--- src/rtl/fu_div_iter_pkg.sv ---
// fu_div_iter_pkg
//    Shared definitions for the iterative divide functional unit:
//    widths, iteration count, FSM state encoding and a conditional
//    absolute-value helper used by the datapath.
package fu_div_iter_pkg;

   localparam int XLEN      = 32;
   localparam int PRF_IDX_W = 6;
   localparam int ROB_ID_W  = 6;
   localparam int DIV_ITER  = 32;
   localparam int CNT_W     = 6;

   typedef enum logic [1:0] {
      IDLE  = 2'd0,
      CALC  = 2'd1,
      WB_LO = 2'd2,
      WB_HI = 2'd3
   } div_state_e;

   // Two's-complement magnitude when en is set, else passthrough.
   // 0x80000000 maps to itself, which is what makes the signed
   // overflow case come out as quotient 0x80000000 / remainder 0.
   function automatic logic [XLEN-1:0] abs_if(input logic en, input logic [XLEN-1:0] v);
      return (en && v[XLEN-1]) ? -v : v;
   endfunction

endpackage

--- src/rtl/fu_div_iter_core.sv ---
// fu_div_iter_core
//    Restoring radix-2 divide datapath: magnitude conversion on start,
//    one quotient bit per step, sign fix-up and divide-by-zero override
//    on the way out.
// Ports:
//    clk        clock
//    rst        synchronous reset, active low
//    start      load operands and clear the iteration counter
//    step       perform one iteration this cycle
//    in_signed  operands are two's complement (DIV) vs unsigned (DIVU)
//    a, b       dividend, divisor
//    done       high on the step that produces the final quotient bit
//    q, r       signed-corrected quotient and remainder
module fu_div_iter_core
   import fu_div_iter_pkg::*;
(
   input  logic            clk,
   input  logic            rst,
   input  logic            start,
   input  logic            step,
   input  logic            in_signed,
   input  logic [XLEN-1:0] a,
   input  logic [XLEN-1:0] b,
   output logic            done,
   output logic [XLEN-1:0] q,
   output logic [XLEN-1:0] r
);

   logic [XLEN-1:0]  rem_q;
   logic [XLEN-1:0]  dq_q;     // dividend shifts out the top, quotient shifts in the bottom
   logic [XLEN-1:0]  b_abs_q;
   logic [CNT_W-1:0] cnt_q;
   logic             neg_q_q;
   logic             neg_r_q;
   logic             b_zero_q;

   logic [XLEN:0]    rem_shift;
   logic [XLEN:0]    diff;
   logic             q_bit;

   // The remainder is always below |b|, so the trial difference's top bit
   // is a clean borrow indicator.
   always_comb begin
      rem_shift = {rem_q, dq_q[XLEN-1]};
      diff      = rem_shift - {1'b0, b_abs_q};
      q_bit     = ~diff[XLEN];
   end

   assign done = step && (cnt_q == CNT_W'(DIV_ITER - 1));

   // With b == 0 the restoring loop already leaves |a| in the remainder;
   // only the quotient needs forcing, since sign fix would otherwise flip it.
   assign q = b_zero_q ? {XLEN{1'b1}} : (neg_q_q ? -dq_q : dq_q);
   assign r = neg_r_q ? -rem_q : rem_q;

   always_ff @(posedge clk) begin
      if (!rst) begin
         rem_q    <= '0;
         dq_q     <= '0;
         b_abs_q  <= '0;
         cnt_q    <= '0;
         neg_q_q  <= 1'b0;
         neg_r_q  <= 1'b0;
         b_zero_q <= 1'b0;
      end else if (start) begin
         rem_q    <= '0;
         dq_q     <= abs_if(in_signed, a);
         b_abs_q  <= abs_if(in_signed, b);
         cnt_q    <= '0;
         neg_q_q  <= in_signed && (a[XLEN-1] ^ b[XLEN-1]);
         neg_r_q  <= in_signed && a[XLEN-1];
         b_zero_q <= (b == '0);
      end else if (step) begin
         rem_q <= q_bit ? diff[XLEN-1:0] : rem_shift[XLEN-1:0];
         dq_q  <= {dq_q[XLEN-2:0], q_bit};
         cnt_q <= cnt_q + 1'b1;
      end
   end

endmodule

--- src/rtl/fu_div_iter.sv ---
// fu_div_iter
//    Iterative DIV/DIVU functional unit. Takes one op, spends 32 cycles
//    iterating, then emits the quotient (LO) and remainder (HI) as two
//    consecutive PRF write requests, finishing the ROB entry with the HI write.
// Ports:
//    clk, rst              clock; synchronous reset, active low
//    flush                 abort any op in flight, block issue this cycle
//    in_valid / in_ready   issue handshake
//    in_signed             DIV (1) or DIVU (0)
//    in_src_a, in_src_b    dividend, divisor
//    in_prd_lo, in_prd_hi  physical destinations for quotient / remainder
//    in_rob_id             ROB entry of the op
//    busy                  unit not idle
//    wb_wen/addr/data      PRF write request
//    fin_valid, fin_id     ROB finish
//
// state | meaning
// ------+------------------------------------------------------------
// IDLE  | ready for issue
// CALC  | 32 iterations, one quotient bit per cycle
// WB_LO | write quotient to prd_lo
// WB_HI | write remainder to prd_hi, finish ROB entry
module fu_div_iter
   import fu_div_iter_pkg::*;
(
   input  logic                 clk,
   input  logic                 rst,
   input  logic                 flush,
   input  logic                 in_valid,
   output logic                 in_ready,
   input  logic                 in_signed,
   input  logic [XLEN-1:0]      in_src_a,
   input  logic [XLEN-1:0]      in_src_b,
   input  logic [PRF_IDX_W-1:0] in_prd_lo,
   input  logic [PRF_IDX_W-1:0] in_prd_hi,
   input  logic [ROB_ID_W-1:0]  in_rob_id,
   output logic                 busy,
   output logic                 wb_wen,
   output logic [PRF_IDX_W-1:0] wb_addr,
   output logic [XLEN-1:0]      wb_data,
   output logic                 fin_valid,
   output logic [ROB_ID_W-1:0]  fin_id
);

   div_state_e           state;
   logic [PRF_IDX_W-1:0] prd_lo_q;
   logic [PRF_IDX_W-1:0] prd_hi_q;
   logic [ROB_ID_W-1:0]  rob_id_q;

   logic                 accept;
   logic                 core_step;
   logic                 core_done;
   logic [XLEN-1:0]      core_q;
   logic [XLEN-1:0]      core_r;

   // in_ready is held low while reset is asserted so nothing looks
   // acceptable until the reset is released.
   assign in_ready  = rst && (state == IDLE) && !flush;
   assign accept    = in_valid && in_ready;
   assign core_step = rst && !flush && (state == CALC);
   assign busy      = (state != IDLE);

   fu_div_iter_core u_core (
      .clk       (clk),
      .rst       (rst),
      .start     (accept),
      .step      (core_step),
      .in_signed (in_signed),
      .a         (in_src_a),
      .b         (in_src_b),
      .done      (core_done),
      .q         (core_q),
      .r         (core_r)
   );

   always_ff @(posedge clk) begin
      if (!rst) begin
         state    <= IDLE;
         prd_lo_q <= '0;
         prd_hi_q <= '0;
         rob_id_q <= '0;
      end else if (flush) begin
         state <= IDLE;
      end else begin
         case (state)
            IDLE: begin
               if (accept) begin
                  state    <= CALC;
                  prd_lo_q <= in_prd_lo;
                  prd_hi_q <= in_prd_hi;
                  rob_id_q <= in_rob_id;
               end
            end
            CALC:    if (core_done) state <= WB_LO;
            WB_LO:   state <= WB_HI;
            WB_HI:   state <= IDLE;
            default: state <= IDLE;
         endcase
      end
   end

   // Outputs depend only on state and held result/tag registers; flush
   // (and a reset arriving mid-cycle) suppress them.
   always_comb begin
      wb_wen    = 1'b0;
      wb_addr   = '0;
      wb_data   = '0;
      fin_valid = 1'b0;
      fin_id    = '0;
      if (rst && !flush) begin
         case (state)
            WB_LO: begin
               wb_wen  = 1'b1;
               wb_addr = prd_lo_q;
               wb_data = core_q;
            end
            WB_HI: begin
               wb_wen    = 1'b1;
               wb_addr   = prd_hi_q;
               wb_data   = core_r;
               fin_valid = 1'b1;
               fin_id    = rob_id_q;
            end
            default: ;
         endcase
      end
   end

endmodule

--- config.mk ---
export PLATFORM = sky130hd
export DESIGN_NAME = fu_div_iter
export DESIGN_NICKNAME = d
export VERILOG_FILES = /design/src/rtl/fu_div_iter_pkg.sv /design/src/rtl/fu_div_iter_core.sv /design/src/rtl/fu_div_iter.sv
export SDC_FILE = /design/constraint.sdc
export NUM_CORES = 1
export LEC_CHECK = 0
export ABC_CLOCK_PERIOD_IN_PS = 3800
export BUFFER_PORTS_ARGS = -buffer_cell sky130_fd_sc_hd__buf_4
export CAP_MARGIN = 20
export CORE_MARGIN = 5
export CORE_UTILIZATION = 50
export CTS_CLUSTER_SIZE = 28
export DETAILED_ROUTE_END_ITERATION = 12
export PLACE_DENSITY = 0.73
export SYNTH_ARGS = -nofsm -noshare
export SYNTH_HDL_FRONTEND = slang
export SYNTH_HIERARCHICAL = 1
export SYNTH_SLANG_ARGS = --single-unit
--- constraint.sdc ---
create_clock -name clk -period 3.8 [get_ports clk]
set_input_delay 0.38 -clock clk [delete_from_list [all_inputs] [get_ports clk]]
set_output_delay 0.38 -clock clk [all_outputs]
set_load 0.02 [all_outputs]
==> impl_summary.log <==
[metrics] final number of max-transition violations: 0
[metrics] Sequential Power Share: 0.332
[metrics] Peak supply drop: 0.257 mV
[metrics] Hold Violations, Final: 0
[metrics] placer's final routability congestion estimate: 0.914
[metrics] number of warning messages in the yosys log: 6
[metrics] Fmax: 0.246 GHz
[metrics] required time worst endpoint: 3.42 ns
[metrics] total I/O pin count: 135
[metrics] type of origin of the critical path: register
[metrics] Syn Inst Count: 1341
[metrics] Overall Global Routing Usage: 0.232
[metrics] violation count after the first detailed-routing iteration: 666
[metrics] number of non-filler instances in the completed layout: 1738
[metrics] endpoint of the worst register-to-register path: u_core/rem_q[14]
[metrics] cell type with the highest aggregate area in the netlist: dfxtp_1
[metrics] Net Sw Frac: 0.318
[metrics] FFs w/ async S/R, synth: 0
[metrics] port bufs: 134
[metrics] syn_nets: 1471
[metrics] most frequent cell after synthesis: nand2_1
[metrics] crit path capture: wb_data[30]
[metrics] primary flip-flop cell chosen by synthesis mapping: dfxtp_1
[metrics] post-synthesis area per instance: 7.61 um^2
[metrics] die span in y: 153 um
[metrics] horizontal die dimension: 153 um
[metrics] number of cell instances on the worst register-to-register path: 13
[metrics] portion of total power attributed to the clock network: 0.391
[metrics] Vias/cell: 5.78
[metrics] most instantiated cells after synthesis: 225 x nand2_1, 125 x dfxtp_1, 102 x o21ai_0, 74 x xnor2_1, 65 x a21oi_1
[metrics] number of optimization iterations in the first detailed-route pass: 5
[metrics] Clk pin slew, worst setup/hold paths: 0.06 ns
[metrics] post-route DRC violation count: 0
[metrics] global route total overflow: 0
[metrics] Core Util, Final: 0.614
[metrics] violated checks: setup timing
[metrics] Worst Setup Slack post-DPL: -0.0114 ns
[metrics] Clock Sinks: 125
[metrics] leakage power summed over all cells: 5.69 nW
[metrics] Inserted Clock Buffers: 17
[metrics] share of cells above drive strength 1: 0.174
[metrics] pin count of the biggest net entering global routing: 88
[metrics] net switching component of the power: 1.38 mW
[metrics] fraction of power consumed by combinational cells: 0.277
[metrics] Crit Path Category: register to primary output
[metrics] crit path max fanout: 4
[metrics] CTS tree: yes
[metrics] clock skew after layout: 0.00614 ns
[metrics] Clock H-tree levels: 4
[metrics] Clock Tree Root: clkbuf_16
[metrics] die outline area: 23400 um^2
[metrics] period utilisation layout: 1.07
[metrics] kind of capture point of the worst setup path: primary output
[metrics] routed vias: 10100
[metrics] origin of the critical flop-to-flop path: u_core/dq_q[31]
[metrics] DRT Wirelength: 28.1 mm
[metrics] summed instance area of the synthesized netlist: 10200 um^2
[metrics] worst-skew pair later-pin latency: 0.43 ns
[metrics] vias in the first global route: 9230
[metrics] largest cells by area after synthesis: dfxtp_1 25%, nand2_1 8.3%, xnor2_1 6.3%, o211a_1 5.3%, ha_1 5.1%
[metrics] Area Growth Syn to Fin: 21.3%
[metrics] sequential cell area fraction in the yosys report: 0.245
[metrics] launching element of the worst setup path: u_core/rem_q[7]
[metrics] unrepaired setup endpoints after global routing: true
[metrics] Reg2Reg Setup Slack: 0.39 ns
[metrics] status: finished with violations
[metrics] slew at the pin with the worst max-slew slack: 0.977 ns
[metrics] Synth top area share: 0.245
[metrics] cell-internal power: 2.97 mW
[metrics] Clock Tree Buf Depth: 2
[metrics] worst min-delay path class: input pin to register
[metrics] global-route wire length before repair: 45.7 mm
[metrics] Yosys reg bits: 125
[metrics] DR WL/cell: 16.2 um
[metrics] final critical-path setup slack: -0.264 ns
[metrics] diode insertion count for antenna repair: 0
[metrics] net count of the finished layout: 1585
[metrics] number of enable-type register cells in the synthesized netlist: 0
[metrics] number of distinct library cells after synthesis: 71
[metrics] final antenna-violating net count: 0
[metrics] area of the placeable core: 20200 um^2
[metrics] number of antenna violations at the first check in global routing: 0
[metrics] number of cells in the design after placement: 1698
[metrics] number of failing setup endpoints in the final timing report: 9
[metrics] max-cap check violation count: 0
[metrics] site row count: 52
[metrics] final HPWL from detailed placement: 20.6 mm
[metrics] final worst path period need: 4.06 ns
[metrics] effective utilization at floorplan: 0.506
[metrics] power per cell area: 351 nW/um^2
[metrics] tightest slew margin relative to the limit: 0.348
[metrics] arrival time at the worst endpoint: 3.68 ns
[layout make-up]
class | instances | area (um^2)
Fill cell | 1861 | 7780
Multi-Input combinational cell | 1068 | 7260
Sequential cell | 125 | 2510
Timing Repair Buffer | 180 | 1440
Clock buffer | 19 | 443
Tap cell | 270 | 338
Inverter | 63 | 236
Clock inverter | 13 | 164
[worst min path at each step]
| stage | slack, ns | end | depth (start not counted) | startpoint |
|---|---|---|---|---|
| 4_1_cts | 0.14 | rob_id_q[4] | 3 | in_rob_id[4] |
| 2_1_floorplan | 0.42 | rob_id_q[0] | 2 | rob_id_q[0] |
| 5_1_grt | 0.14 | rob_id_q[4] | 3 | in_rob_id[4] |
| 6_report | 0.15 | rob_id_q[4] | 3 | in_rob_id[4] |
| 3_3_place_gp | 0.43 | rob_id_q[0] | 2 | rob_id_q[0] |
| 3_5_place_dp | 0.44 | rob_id_q[0] | 2 | rob_id_q[0] |
[sequential cells by signal, summed over array words and instances, names as in the netlist]
register / cells
state: 2
u_core/cnt_q: 6
u_core/neg_r_q: 1
u_core/neg_q_q: 1
u_core/b_zero_q: 1
u_core/rem_q: 32
prd_hi_q: 6
u_core/b_abs_q: 32
u_core/dq_q: 32
rob_id_q: 6
prd_lo_q: 6
[placed cells by master (no fill, tap or decap), drive strengths merged, types with 40 or more instances in the layout]
cell type / n
dfxtp: 125
nand2: 225
ha: 42
o21ai: 108
inv: 66
a21oi: 65
nor2: 53
xor2: 56
a22o: 40
mux2i: 40
buf: 180
o211a: 54
xnor2: 74
[logic make-up after synthesis]
group | after synthesis | share of synthesized area
compound gates | 401 | 0.273
xor+xnor | 130 | 0.112
fa+ha+maj | 43 | 0.0534
buf+inv | 148 | 0.0616
flops | 125 | 0.245
mux | 41 | 0.0403
simple gates | 453 | 0.215
[routing by layer]
layer / up-vias / part of all wire / GRT usage
met4: 0 / 0.019 / 0.0704
met3: 40 / 0.063 / 0.0416
met1: 4622 / 0.47 / 0.321
met5: - / 0 / 0
li1: 5059 / - / -
met2: 331 / 0.44 / 0.369
[worst max-delay path, cell delays in order, from the launching register on]
cell     delay, ns
dfxtp_2       0.32
or3_4         0.38
or3_4         0.37
or2_1         0.23
or4_4         0.43
or3_4         0.35
or4_4         0.48
o41ai_4       0.23
xnor2_1       0.17
a22o_1        0.18
buf_6         0.12
[power groups by stage]
stage / logic (mW) / registers [mW] / clock network (mW)
2_1_floorplan: 0.799 / 1.44 / 0
4_1_cts: 1.16 / 1.44 / 1.72
5_1_grt: 1.33 / 1.45 / 1.78
3_5_place_dp: 1.12 / 1.46 / 0
3_3_place_gp: 1.11 / 1.46 / 0
6_report: 1.21 / 1.44 / 1.70
[what timing repair did]
action                                  4_1_cts  5_1_grt
endpoints found under the setup margin       10       12
pin swaps                                    12        6
hold buffers                                  0        0
resized for setup                            18       29
buffers inserted                              4        3
[through the flow]
| step | cell area [um^2] | TNS (ns) | power, mW | hold WS (ns) |
|---|---|---|---|---|
| 5_1_grt | 12400 | -2.84 | 4.56 | 0.141 |
| 2_1_floorplan | 10200 | 0 | 2.24 | 0.424 |
| 6_report | 12400 | -1.50 | 4.35 | 0.154 |
| 3_5_place_dp | 11500 | -0.0114 | 2.58 | 0.437 |
| 4_1_cts | 12200 | -1.80 | 4.31 | 0.135 |
| 3_3_place_gp | 11500 | 0 | 2.57 | 0.433 |
Power figures use the tool's default switching activity.
